File: src/rtl/head_soccer_ball_physics.sv
// head_soccer_ball_physics: per-frame ball physics and goal/score engine.
// Each vsync falling edge runs one update WAIT->GRAV->MOVE->WALL->CHAR->COMMIT, or diverts to GOAL/FREEZE.
module head_soccer_ball_physics #(
    parameter int BALL_S        = 8,
    parameter int GROUND_Y      = 440,
    parameter int LEFT_WALL     = 8,
    parameter int RIGHT_WALL    = 631,
    parameter int GOAL_TOP      = 360,
    parameter int CHAR_W        = 40,
    parameter int CHAR_H        = 50,
    parameter int GRAVITY       = 1,
    parameter int MAX_VY        = 12,
    parameter int KICK_VX       = 6,
    parameter int KICK_VY       = -9,
    parameter int SERVE_X       = 320,
    parameter int SERVE_Y       = 100,
    parameter int FREEZE_FRAMES = 60
) (
    input  logic       vga_clk,
    input  logic       reset_n,
    input  logic       vsync,
    input  logic [9:0] Char1X,
    input  logic [9:0] Char1Y,
    input  logic [9:0] Char2X,
    input  logic [9:0] Char2Y,
    input  logic       kick1,
    input  logic       kick2,
    output logic [9:0] BallX,
    output logic [9:0] BallY,
    output logic [9:0] BallS,
    output logic       goal1,
    output logic       goal2,
    output logic [3:0] score1,
    output logic [3:0] score2,
    output logic       busy
);
    typedef enum logic [2:0] {WAIT, GRAV, MOVE, WALL, CHAR, COMMIT, GOAL, FREEZE} state_t;
    state_t state;
    logic vsync_d, scorer1, tick;
    logic signed [5:0] vx, vy, gvy, fvy, wvx, cvx, cvy, half, neg_abs;
    logic signed [10:0] nx, ny, fy, wx;
    logic [5:0] frz;
    logic lw, rw, top, g1, g2, hit1, hit2;
    int gv, xi, yi;

    assign BallS = 10'(BALL_S);
    assign tick  = vsync_d && !vsync;

    always_comb begin
        gv = int'(vy) + GRAVITY;
        gvy = gv > MAX_VY ? 6'(MAX_VY) : gv < -MAX_VY ? 6'(-MAX_VY) : 6'(gv);
        xi = int'(nx);
        yi = int'(ny);
        half = -(vy >>> 1);
        fy = ny;
        fvy = vy;
        if (yi + BALL_S >= GROUND_Y) begin
            fy = 11'(GROUND_Y - BALL_S);
            fvy = (int'(half) > -2 && int'(half) < 2) ? '0 : half;
        end else if (yi - BALL_S <= 0) begin
            fy = 11'(BALL_S);
            fvy = -vy;
        end
        // side checks see the floor-corrected y, so a rolling ball can score
        lw = xi - BALL_S <= LEFT_WALL;
        rw = xi + BALL_S >= RIGHT_WALL;
        top = int'(fy) - BALL_S >= GOAL_TOP;
        g2 = lw && top;
        g1 = rw && !lw && top;
        wx = top ? nx : lw ? 11'(LEFT_WALL + BALL_S) : rw ? 11'(RIGHT_WALL - BALL_S) : nx;
        wvx = (lw || rw) && !top ? -vx : vx;
        hit1 = xi - BALL_S < int'(Char1X) + CHAR_W && int'(Char1X) < xi + BALL_S &&
               yi - BALL_S < int'(Char1Y) + CHAR_H && int'(Char1Y) < yi + BALL_S;
        hit2 = xi - BALL_S < int'(Char2X) + CHAR_W && int'(Char2X) < xi + BALL_S &&
               yi - BALL_S < int'(Char2Y) + CHAR_H && int'(Char2Y) < yi + BALL_S;
        neg_abs = vy < 0 ? vy : -vy;
        cvx = hit1 && hit2 ? '0 : hit1 ? 6'(KICK_VX) : hit2 ? 6'(-KICK_VX) : vx;
        cvy = hit1 && hit2 ? 6'(KICK_VY) :
              hit1 ? (kick1 ? 6'(KICK_VY) : neg_abs) :
              hit2 ? (kick2 ? 6'(KICK_VY) : neg_abs) : vy;
    end

    always_ff @(posedge vga_clk) begin
        if (!reset_n) begin
            state   <= WAIT;
            vsync_d <= 1'b1;
            BallX   <= 10'(SERVE_X);
            BallY   <= 10'(SERVE_Y);
            vx      <= '0;
            vy      <= '0;
            nx      <= '0;
            ny      <= '0;
            score1  <= '0;
            score2  <= '0;
            goal1   <= 1'b0;
            goal2   <= 1'b0;
            busy    <= 1'b0;
            frz     <= '0;
            scorer1 <= 1'b0;
        end else begin
            vsync_d <= vsync;
            goal1   <= 1'b0;
            goal2   <= 1'b0;
            case (state)
                WAIT: if (tick) begin
                    state <= GRAV;
                    busy  <= 1'b1;
                end
                GRAV: begin
                    vy    <= gvy;
                    state <= MOVE;
                end
                MOVE: begin
                    nx    <= 11'(int'(BallX) + int'(vx));
                    ny    <= 11'(int'(BallY) + int'(vy));
                    state <= WALL;
                end
                WALL: begin
                    nx      <= wx;
                    ny      <= fy;
                    vx      <= wvx;
                    vy      <= fvy;
                    scorer1 <= g1;
                    state   <= g1 || g2 ? GOAL : CHAR;
                end
                CHAR: begin
                    vx    <= cvx;
                    vy    <= cvy;
                    state <= COMMIT;
                end
                COMMIT: begin
                    BallX <= nx[9:0];
                    BallY <= ny[9:0];
                    busy  <= 1'b0;
                    state <= WAIT;
                end
                GOAL: begin
                    goal1  <= scorer1;
                    goal2  <= !scorer1;
                    score1 <= score1 + 4'(scorer1 && score1 != 4'd9);
                    score2 <= score2 + 4'(!scorer1 && score2 != 4'd9);
                    frz    <= 6'(FREEZE_FRAMES);
                    state  <= FREEZE;
                end
                FREEZE: if (tick) begin
                    frz <= frz - 6'd1;
                    if (frz <= 6'd1) begin
                        BallX <= 10'(SERVE_X);
                        BallY <= 10'(SERVE_Y);
                        vx    <= '0;
                        vy    <= '0;
                        busy  <= 1'b0;
                        state <= WAIT;
                    end
                end
                default: state <= WAIT;
            endcase
        end
    end
endmodule

File: config.mk
export PLATFORM = sky130hd
export DESIGN_NAME = head_soccer_ball_physics
export DESIGN_NICKNAME = d
export VERILOG_FILES = /design/src/rtl/head_soccer_ball_physics.sv
export SDC_FILE = /design/constraint.sdc
export NUM_CORES = 1
export LEC_CHECK = 0
export ABC_AREA = 1
export CAP_MARGIN = 0
export CORE_UTILIZATION = 35
export CTS_CLUSTER_SIZE = 12
export DETAILED_ROUTE_END_ITERATION = 10
export PLACE_DENSITY = 0.63
export SYNTH_ARGS = -nofsm -noshare
export SYNTH_HDL_FRONTEND = slang
export SYNTH_SLANG_ARGS = --single-unit
File: constraint.sdc
create_clock -name vga_clk -period 9.6 [get_ports vga_clk]
set_clock_uncertainty 0.1 [all_clocks]
set_input_delay 1.92 -clock vga_clk [delete_from_list [all_inputs] [get_ports vga_clk]]
set_output_delay 1.92 -clock vga_clk [all_outputs]
set_load 0.01 [all_outputs]
# After elaboration in Yosys (flattened, before gate mapping)
# Cells that the tools add are included.
# W data, S select, Z words.
dict set report op_classes {
  addsub 18
  n_mul 0
  n_div 0
  magnitude_cmp 19
  n_eq_ne 17
  shift 0
  muxes 43
  bitwise 0
  n_reduce_logical 36
}
# operator n
set ops {}
lappend ops {{$mux W6} 18}
lappend ops {{$mux W11} 5}
lappend ops {{$lt A11 B12 Y1} 4}
lappend ops {{$lt A12 B12 Y1} 4}
lappend ops {{$add A10 B6 Y11 const B} 4}
lappend ops {{$pmux W11 S2} 2}
lappend ops {{$mux W10} 4}
lappend ops {{$pmux W10 S2} 2}
lappend ops {{$sub A11 B5 Y12 const B} 3}
lappend ops {{$add A11 B5 Y12 const B} 2}
lappend ops {{$ge A12 B10 Y1 const B} 2}
lappend ops {{$pmux W3 S8} 1}
lappend ops {{$pmux W6 S4} 1}
lappend ops {{$add A11 B6 Y11} 2}
lappend ops {{$pmux W6 S3} 1}
lappend ops {{$logic_and A1 B1 Y1} 15}
lappend ops {{$eq A3 B3 Y1 const B} 4}
lappend ops {{$ge A12 B11 Y1 const B} 1}
lappend ops {{$le A12 B1 Y1 const B} 1}
lappend ops {{$le A12 B5 Y1 const B} 1}
lappend ops {{$ne A4 B4 Y1 const B} 3}
lappend ops {{$neg A6 Y6} 2}
lappend ops {{$pmux W6 S2} 1}
lappend ops {{$ne A2 B2 Y1 const B} 5}
lappend ops {{27 further kinds} 45}
dict set report totals {
  regBits 76
  latchBits 0
  mem_bits_rw 0
  mem_bits_ro 0
  output_inout_bits 41
  mem_count 0
}

# Depth between registers and ports, before layout
# Gate-level depths: netlist of the first run.
dict set report depth {
  depth_word 10
  depth_mapped 25
  ltp_nobuf 24
}

# Least setup slack after synthesis of the first run
# No wires, ideal clock.
dict set report synth_timing {
  path_type {in2reg}
  start {in Char1Y[1]}
  end {reg vx[0]}
  setup_ns 0.110
  t_arrival_ns 4.158
  t_required_ns 9.390
  slack_ns 5.232
  stages 20
  path_buffers 1
  path_cell_list {ha_1 a21oi_1 nand2_1 nand2_1 xor2_1 ha_1 a21oi_1 o21a_1 nor2_1 nor2_1 a21oi_1 nor2_1 nand2_2 nand3_1 nand2_1 nor2_1 buf_4 nand3_1 nand3_1 inv_1}
}
dict set report synth_via {
  elab_chain_len 7
  word_cells_on_any_way 11
  classes_between {add/sub (1); order compare (2); eq/ne (1); mux (3); reduce/logical (4)}
}
# item line_no
set synth_rtl {}
lappend synth_rtl {{start, declared} 23} ;# input logic [9:0] Char1Y,
lappend synth_rtl {{$add A10 B6 Y11} 73} ;# yi - BALL_S < int'(Char1Y) + CHAR_H && int'(Char1Y) < yi + BALL_S;
lappend synth_rtl {{$lt A12 B12 Y1} 73}
lappend synth_rtl {{$logic_and A1 B1 Y1} 72} ;# hit1 = xi - BALL_S < int'(Char1X) + CHAR_W && int'(Char1X) < xi + BALL_S &&
lappend synth_rtl {{$logic_and A1 B1 Y1 (*)} 73}
lappend synth_rtl {{$logic_and A1 B1 Y1 / $mux W6 (equally long branches)} 77} ;# cvx = hit1 && hit2 ? '0 : hit1 ? 6'(KICK_VX) : hit2 ? 6'(-KICK_VX) : vx;
lappend synth_rtl {{$ne A4 B4 Y1 (no line) / $mux W6 (equally long branches)} --}
lappend synth_rtl {{$reduce_and A5 Y1 (no line) / $pmux W6 S3 (equally long branches)} --}
lappend synth_rtl {{end signal, assigned} 121} ;# vx <= wvx;
lappend synth_rtl {{end signal, assigned} 127} ;# vx <= cvx;
lappend synth_rtl {{end, declared} 40} ;# logic signed [5:0] vx, vy, gvy, fvy, wvx, cvx, cvy, half, neg_abs;
# Mark *: on every way between the ends. The rest lies on a longest branch, timed or not.
# A chain may end at the register's enable or synchronous reset.

# Worst setup path after layout of the first run
dict set report layout_timing {
  start {in Char1Y[1]}
  end {reg vx[5]}
}
# Same word-level chain as after synthesis.

==> results_dict.tcl, run 1 <==
set metrics [dict create \
    cts_hold_buf 0 \
    start_util 0.3604 \
    ioPinCount 86 \
    worstSetupStartpoint "Char1Y[1]" \
    cp-end-kind "flop" \
    ctsResizeCount 0 \
    cp_top_family "simple AND/OR/NAND/NOR gates" \
    status "completed" \
    setup_viol 0 \
    crit_slowest_cell "nor2_1" \
    grt_pass1_vias 7737 \
    path_clk_slew_ns 0.06 \
    postSynth.asyncResetShare 0 \
    critical-path-max-stage-delay_ns 0.50 \
    netlist_area_um2 8258 \
    final_area_um2 9529 \
    synth_top_family_by_area "simple AND/OR/NAND/NOR gates" \
    drive_above_1_share 0.04528 \
    gr-total-overflow 0 \
    wl_met2_um 9797 \
    fin_tns_setup_ns 0 \
    synthCells 1269 \
    synth_cell_types 49 \
    grt_usage 0.1935 \
    fin_hold_ws_ns 0.3725 \
    startpoint_type "input pin" \
    critPathRequiredTime_ns 9.73 \
    cp.depth 20 \
    drt-initial-drc-count 495 \
    wl_met3_um 1426 \
    h-tree-depth 3 \
    crit_path_frequent_cell "nor2_1" \
    max_freq_mhz 191.0 \
    post_cts_buffers 0 \
    synth_compound_area_frac 0.1659 \
    clock-sinks 76 \
    cts_made_buffers 9 \
    crit_chain "clkdlybuf4s50_1, ha_1, a21oi_1, nand2_1, nand2_1, xor2_1, ha_1, a21oi_1, o21a_1, nor2_1, nor2_1, a21oi_1, nor2_1, nand2_2, nand3_1, nand2_1, nor2_1, nand3_1, nand2_1, nor2_1" \
    fp-row-count 55 \
    cp.arrival_ns 5.37 \
    layout-area-overhead-vs-synth_pct 15.39 \
    regToRegStartpoint "ny[3]" \
    worstMarginPinSlew_ns 0.8982 \
    ys_seq_area_frac 0.1842 \
    vias_per_cell 5.087 \
    slew-limit-headroom 0.3998 \
    drc 0 \
    die_y_um 155.6 \
    synthFlopType "dfxtp_1" \
    drtAntennaViolNets 0 \
    hpwlAfterDp_um 18220 \
    r2r_cells 19 \
    num_vias 8333 \
    fin_util 0.4158 \
    peakVddDrop_v 0.0001045 \
    yosys.area_share.simple 0.3033 \
    r2r-end "nx[6]" \
    core_um2 22920 \
    die_x_um 155.6 \
    worst-setup-path-type "input pin to flop" \
    critical_path_buf_inv_count 1 \
    grt_antenna_before_repair 0 \
    ff2ff_setup_slack_ns 5.34 \
    die_area_um2 24210 \
    synth.area.mux_share 0 \
    wl_per_cell_um 14.07 \
    finalCritPeriodShare 0.5454 \
    rsz0062_at_grt "false" \
    min_path_type "flop to flop" \
    drv_slew 0 \
    dr.pass1.iters 5 \
    dpl_cell_area_um2 9183 \
    synth_xor_area_frac 0.05515 \
    dr.max_layer_used "met4" \
    grt_first_pass_wirelength_um 38000 \
    synthAdderAreaFrac 0.1821 \
    grt_max_degree 43 \
    cts_tree "built" \
    powerDensity_nw_per_um2 285.0 \
    worstPathMaxFanout 11 \
    cp-endpoint "vx[5]" \
    period_minus_slack_ns 5.236 \
    avgSynthCellArea_um2 6.507 \
    final_nets 1485 \
    place_congestion 0.8602 \
    wirelength_met1_um 11360 \
    synth_seq_cells 76 \
    clock_latency_ns 0.34 \
    whs_path_depth 2 \
    port_buffers 75 \
    power.leakage_uw 0.004394 \
    cts_root_buffer "clkbuf_16" \
    maxCapViolations 0 \
    routed_wirelength_um 23050 \
    synth-warning-count 0 \
    antennaDiodeCount 0 \
    synth_edf_count 0 \
    clk_path_buf_depth 2 \
    finalHoldViolCount 0 \
]
placed cells by master (no fill, tap or decap), types with 7 or more instances in the layout:
cell type	synthesis	final
nor3_1	26	25
nand3b_1	12	12
inv_1	155	155
a21oi_1	115	115
dfxtp_1	76	76
or2_2	7	7
nor2_2	9	9
xnor2_1	11	11
nand3_1	95	95
conb_1	2	10
clkdlybuf4s50_1	0	75
nor2_1	110	110
o211ai_1	13	13
xor2_1	41	41
nand2_1	268	268
a31oi_1	7	7
o21ai_0	76	76
ha_1	117	117
clkbuf_16	0	9
nand4_1	19	19
registers in the layout, summed over array words and instances (netlist names):
| name | count |
|---|---|
| nx | 11 |
| ny | 11 |
| BallX | 10 |
| BallY | 10 |
| frz | 6 |
| vx | 6 |
| vy | 6 |
| score1 | 4 |
| score2 | 4 |
| state | 3 |
| busy | 1 |
| goal1 | 1 |
| goal2 | 1 |
| scorer1 | 1 |
| vsync_d | 1 |
cell families after synthesis:
family,after synthesis
buffers and inverters,210
and+or+nand+nor,564
DFF,76
adders and majority gates,119
xor gates and xnor gates,52
AOI/OAI and AO/OA,246
other,2
Yosys cell counts, types with 3 or more instances:
library cell / instances / area [um^2]
nand2_1: 268 / 1006
nand3_1: 95 / 475.5
nand3_2: 5 / 50.05
o31ai_1: 6 / 45.04
clkbuf_1: 15 / 56.30
inv_2: 6 / 22.52
a21oi_1: 115 / 575.6
a211oi_1: 5 / 37.54
xor2_1: 41 / 359.1
or2_2: 7 / 43.79
a221oi_1: 3 / 26.28
buf_4: 15 / 112.6
buf_6: 4 / 45.04
o211ai_1: 13 / 97.59
buf_2: 7 / 35.03
buf_1: 3 / 11.26
dfxtp_1: 76 / 1521
a31oi_1: 7 / 43.79
nor3_1: 26 / 130.1
o21a_1: 5 / 37.54
nand3b_1: 12 / 90.09
o21ai_0: 76 / 380.4
nand4_1: 19 / 118.9
inv_1: 155 / 581.8
nor2_1: 110 / 412.9
a21o_1: 4 / 30.03
nor2_2: 9 / 56.30
a41oi_1: 3 / 26.28
xnor2_1: 11 / 96.34
clkinv_1: 4 / 15.01
ha_1: 117 / 1464
nand2_2: 5 / 31.28
how the worst min path moves through the flow:
| stage | from | end | slack, ns |
|---|---|---|---|
| floorplan | scorer1 | goal2 | 0.35 |
| global placement | busy | busy | 0.36 |
| detailed placement | score1[3] | score1[3] | 0.37 |
| CTS | frz[4] | frz[4] | 0.38 |
| global route | busy | busy | 0.40 |
| finish | busy | busy | 0.37 |
worst register-to-register path, delay by kind of cell (launching register included):
family / cells / cell delay [ns]
AO/OA/AOI/OAI: 1 / 0.25
adder cells (fa/ha/maj): 2 / 0.54
buffers and inverters: 4 / 0.52
flip-flops: 1 / 0.65
AND/OR/NAND/NOR: 12 / 2.13
layer usage:
| metal | vias up | global-route usage |
|---|---|---|
| li1 | 4329 | - |
| met1 | 3747 | 0.2717 |
| met2 | 225 | 0.3034 |
| met3 | 32 | 0.02944 |
| met4 | 0 | 0.05789 |
| met5 | - | 0 |
through the flow:
| stage | setup slack, ns | power, uW | std cells |
|---|---|---|---|
| 3_5_place_dp | 4.029 | 2303 | 1623 |
| 6_report | 4.364 | 2716 | 1638 |
| 2_1_floorplan | 5.232 | 1887 | 1277 |
| 4_1_cts | 4.378 | 2715 | 1638 |
| 5_1_grt | 4.025 | 3033 | 1638 |
| 3_3_place_gp | 4.155 | 2264 | 1623 |
final cells by class:
type                            instances  area, um^2
Fill cell                            2399       13390
Timing Repair Buffer                   78       773.2
Clock inverter                          5       107.6
Sequential cell                        76        1521
Multi-Input combinational cell        991        5877
Inverter                              165       619.3
Clock buffer                           10       239.0
Tap cell                              313       391.6
where the power goes:
group | internal [uW] | switching (uW)
logic | 672 | 1110
registers | 382 | 146
clock network | 262 | 140
total | 1320 | 1400
Power figures use the tool's default switching activity.
==> inputs of run 2 (changes only) <==
Clock period 9.6 ns to 5.4 ns, I/O delays scaled along.
==> results_dict.tcl, run 2 (synthesized netlist as in run 1, its figures left out) <==
set metrics [dict create \
    setup_slack_ns 0.9795 \
    drc 0 \
    p_clk_frac 0.132 \
    dp_slack_ns 0.6580 \
    grtUsageMet3 0.02361 \
    num_vias 8272 \
    layout_common_cells "nand2_1 (268), inv_1 (155), ha_1 (117), a21oi_1 (115), nor2_1 (110)" \
    drv_slew 0 \
    finalHoldViolCount 0 \
    layout_commonest_cell "nand2_1" \
    core_um2 22920 \
    port_buffers 75 \
    grt_usage 0.1926 \
    busiest_layer "met2" \
    path_clk_slew_ns 0.06 \
    worst-setup-path-type "input pin to flop" \
    fillers 2447 \
    routed_wirelength_um 22800 \
    ctsResizeCount 0 \
    clock_latency_ns 0.34 \
    clk_path_buf_depth 2 \
    grt_pass1_vias 7683 \
    stdcell_count 1642 \
    dr.pass1.iters 4 \
    hpwlAfterDp_um 18250 \
    use_met1 0.2751 \
    grt_max_degree 37 \
    combPwrFrac 0.670 \
    die_area_um2 24210 \
    startpoint_type "input pin" \
    dp.cells 1626 \
    powerDensity_nw_per_um2 497.0 \
    top_regs "nx (11), ny (11)" \
    cts_tree "built" \
    setup_viol 0 \
    cp-end-kind "flop" \
    place_congestion 0.8466 \
    sw_frac_of_total 0.5219 \
    fin_hold_ws_ns 0.3791 \
    grt_antenna_before_repair 0 \
    p_switching_uw 2468 \
    start_util 0.3604 \
    max_freq_mhz 226.2 \
    met2_usage 0.3094 \
    drt-initial-drc-count 434 \
    fp-row-count 55 \
    fin_tns_setup_ns 0 \
    rsz0062_at_grt "false" \
    worstPathMaxFanout 11 \
    cts_root_buffer "clkbuf_16" \
    critPathRequiredTime_ns 5.53 \
    grt_first_pass_wirelength_um 37780 \
    die_y_um 155.6 \
    wl_per_cell_um 13.89 \
    min_path_type "flop to flop" \
    power_frac_seq 0.198 \
    drive_above_1_share 0.04816 \
    drtAntennaViolNets 0 \
    maxCapViolations 0 \
    cts_made_buffers 9 \
    post_cts_buffers 0 \
    slew-limit-headroom 0.4536 \
    cts_hold_buf 0 \
    status "completed" \
    antennaDiodeCount 0 \
    h-tree-depth 3 \
    layout-area-overhead-vs-synth_pct 15.23 \
    p_int_uw 2261 \
    peakVddDrop_v 0.0001828 \
    die_x_um 155.6 \
    gr-total-overflow 0 \
    finalCritPeriodShare 0.8186 \
    cp.arrival_ns 4.55 \
    ioPinCount 86 \
    power.leakage_uw 0.004384 \
    vias_per_cell 5.038 \
    clock-sinks 76 \
    worstMarginPinSlew_ns 0.8166 \
    final_nets 1488 \
    period_minus_slack_ns 4.421 \
]
## run 2: cell types whose count changed in the layout (fill, tap and decap cells not counted), sizes merged
cell,delta
clkinvlp,+2
inv,-1
clkinv,+2
bufinv,-2
buf,+3
## run 2: power groups by stage
stage          Combinational, uW  Sequential, uW  Clock, uW
6_report                    3170             935        624
5_1_grt                     3690             960        662
4_1_cts                     3170             930        638
3_5_place_dp                3150             943          0
3_3_place_gp                3100             940          0
2_1_floorplan               2550             804          0
## run 2: final timing paths
kind	start	end	slack [ns]	depth (start not counted)
max	Char1Y[1]	vx[5]	0.98	20
min	score2[3]	score2[3]	0.38	1
max reg2reg	ny[3]	nx[6]	1.40	19
min reg2reg	score2[3]	score2[3]	0.38	1
## run 2: per-layer routing
metal	share of wire	wire (um)
met4	0.0098	223
met2	0.43	9757
met5	0	0
met3	0.058	1319
met1	0.50	11500
## run 2: cell type report
type | count | area, um^2 | share of cell area
multi-input combinational | 991 | 5877 | 0.6176
tap | 313 | 391.6 | 0.04116
clock buffer | 10 | 239.0 | 0.02512
sequential | 76 | 1521 | 0.1599
timing repair buffer | 81 | 795.8 | 0.08363
inverter | 165 | 619.3 | 0.06509
clock inverter | 6 | 71.32 | 0.007495
## run 2: through the flow
step	instance area, um^2	util	power [uW]
after floorplan	8288	-	3354
after global placement	9205	0.4017	4041
after detailed placement	9205	0.4017	4092
after CTS	9515	0.4152	4740
after global routing	9515	0.4152	5315
final	9515	0.4152	4729
## run 2: critical path: stages
cell	delay (ns)
clkdlybuf4s50_1	0.49
ha_1	0.26
a21oi_1	0.26
nand2_1	0.12
nand2_1	0.09
xor2_1	0.19
ha_1	0.28
a21oi_1	0.15
o21a_1	0.13
nor2_1	0.04
nor2_1	0.12
a21oi_1	0.08
nor2_1	0.14
nand2_2	0.13
nand3_1	0.14
nand2_1	0.06
nor2_1	0.50
nand3_1	0.15
nand2_1	0.10
nor2_1	0.04
==> inputs of run 3 (changes only) <==
Settings changed: PLACE_DENSITY 0.63 to 0.65.
Clock period 5.4 ns to 3.6 ns, I/O delays scaled along.
==> results_dict.tcl, run 3 (synthesized netlist as in run 1, its figures left out) <==
set metrics [dict create \
    vias_per_cell 5.004 \
    cts_tree "built" \
    max_freq_mhz 302.2 \
    slew-limit-headroom 0.4917 \
    die_y_um 155.6 \
    top_regs "nx (11), ny (11)" \
    layout_common_cells "nand2_1 (267), inv_1 (155), ha_1 (115), a21oi_1 (110), nor2_1 (109)" \
    powerDensity_nw_per_um2 740.0 \
    finalHoldViolCount 0 \
    worstSetupStartpoint "Char1Y[3]" \
    gr-total-overflow 0 \
    port_buffers 75 \
    grt_first_pass_wirelength_um 38460 \
    drc 0 \
    cts_root_buffer "clkbuf_16" \
    wl_per_cell_um 13.70 \
    peakVddDrop_v 0.0002677 \
    clk_path_buf_depth 2 \
    routed_wirelength_um 23170 \
    period_minus_slack_ns 3.309 \
    power.leakage_uw 0.004666 \
    rsz0062_at_grt "false" \
    fp-row-count 55 \
    r2r_cells 24 \
    place_congestion 0.8883 \
    p_int_uw 3558 \
    power_frac_seq 0.184 \
    die_x_um 155.6 \
    power.total_uw 7358 \
    drive_above_1_share 0.09289 \
    critPathRequiredTime_ns 3.73 \
    dr.pass1.iters 5 \
    path_clk_slew_ns 0.06 \
    core_um2 22920 \
    worst-setup-path-type "input pin to flop" \
    cp-end-kind "flop" \
    status "completed" \
    p_clk_frac 0.130 \
    crit_chain "clkdlybuf4s50_1, a21oi_2, nand2_1, nand2_1, xor2_1, ha_1, a21oi_2, o21a_1, nor2_1, nor2_1, a21oi_1, nor2_1, nand2_2, nand3_2, nand2_1, nor2_2, buf_6, nand3_1, nand2_1, nor2_1" \
    die_area_um2 24210 \
    clock-sinks 76 \
    start_util 0.3604 \
    grt_antenna_before_repair 0 \
    combPwrFrac 0.686 \
    finalCritPeriodShare 0.9191 \
    cp.arrival_ns 3.44 \
    regToRegStartpoint "nx[3]" \
    antennaDiodeCount 0 \
    grt_max_degree 43 \
    critical-path-max-stage-delay_ns 0.56 \
    r2r-end "vx[3]" \
    ioPinCount 86 \
    fin_util 0.4339 \
    worstMarginPinSlew_ns 0.7596 \
    maxCapViolations 0 \
    p_switching_uw 3800 \
    min_path_type "flop to flop" \
    final_nets 1537 \
    crit_slowest_cell "clkdlybuf4s50_1" \
    cp-endpoint "vx[5]" \
    setup_viol 0 \
    drtAntennaViolNets 0 \
    grt_pass1_vias 7921 \
    sw_frac_of_total 0.5164 \
    cts_made_buffers 9 \
    worstPathMaxFanout 6 \
    stdcell_count 1691 \
    num_vias 8461 \
    layout_commonest_cell "nand2_1" \
    dp.cells 1671 \
    h-tree-depth 3 \
    startpoint_type "input pin" \
    drt-initial-drc-count 564 \
    ff2ff_setup_slack_ns 0.41 \
    clock_latency_ns 0.34 \
    grt_usage 0.1954 \
    hpwlAfterDp_um 18640 \
    layout-area-overhead-vs-synth_pct 20.41 \
    drv_slew 0 \
    cts_hold_buf 0 \
]
-- run 3: per-layer routing --
metal | GRT usage | vias to the layer above | wire [um]
met2 | 0.3101 | 223 | 9921
li1 | - | 4416 | -
met5 | 0 | - | 0
met3 | 0.02611 | 28 | 1318
met1 | 0.2740 | 3794 | 11580
met4 | 0.05742 | 0 | 350
-- run 3: how the worst min path moves through the flow --
stage	start	end	slack (ns)	depth (start not counted)
floorplan	scorer1	goal2	0.35	1
global placement	frz[4]	frz[4]	0.36	2
detailed placement	busy	busy	0.36	2
CTS	busy	busy	0.38	2
global route	busy	busy	0.39	2
finish	busy	busy	0.38	2
-- run 3: per-stage QoR --
stage                     worst slack (ns)  hold slack (ns)  setup TNS, ns  cell area (um^2)
after floorplan                     0.4316           0.3504              0              8288
after global placement             -0.2019           0.3618         -2.116              9543
after detailed placement           -0.3088           0.3607         -3.303              9543
after CTS                          0.03606           0.3787              0              9853
after global routing               0.03025           0.3945              0              9943
final                               0.2914           0.3781              0              9943
-- run 3: repair_timing --
action | CTS | global route
buffers inserted | 0 | 3
setup endpoints to repair | 0 | 16
gates resized for setup | 0 | 23
-- run 3: area by class of cell --
| type | count | area (um^2) |
|---|---|---|
| fillers | 2377 | 12970 |
| multi-input cells | 991 | 5919 |
| flip-flops and latches | 76 | 1525 |
| repair buffers | 130 | 1177 |
| inverters | 165 | 619.3 |
| well taps | 313 | 391.6 |
| clock buffers | 10 | 239.0 |
| clock inverters | 6 | 71.32 |
-- run 3: power groups by stage --
| stage | Clock [uW] | Combinational, uW | Sequential, uW |
|---|---|---|---|
| floorplan | 0 | 3830 | 1210 |
| global route | 1010 | 5850 | 1380 |
| CTS | 969 | 4950 | 1340 |
| detailed placement | 0 | 4920 | 1360 |
| global placement | 0 | 4830 | 1360 |
| finish | 955 | 5050 | 1350 |
-- run 3: critical path: cells and delay by family --
family / cells / cell delay [ns]
simple gates: 12 / 1.08
buf+inv: 2 / 0.70
compound gates: 4 / 0.44
fa+ha+maj: 1 / 0.34
xor+xnor: 1 / 0.16
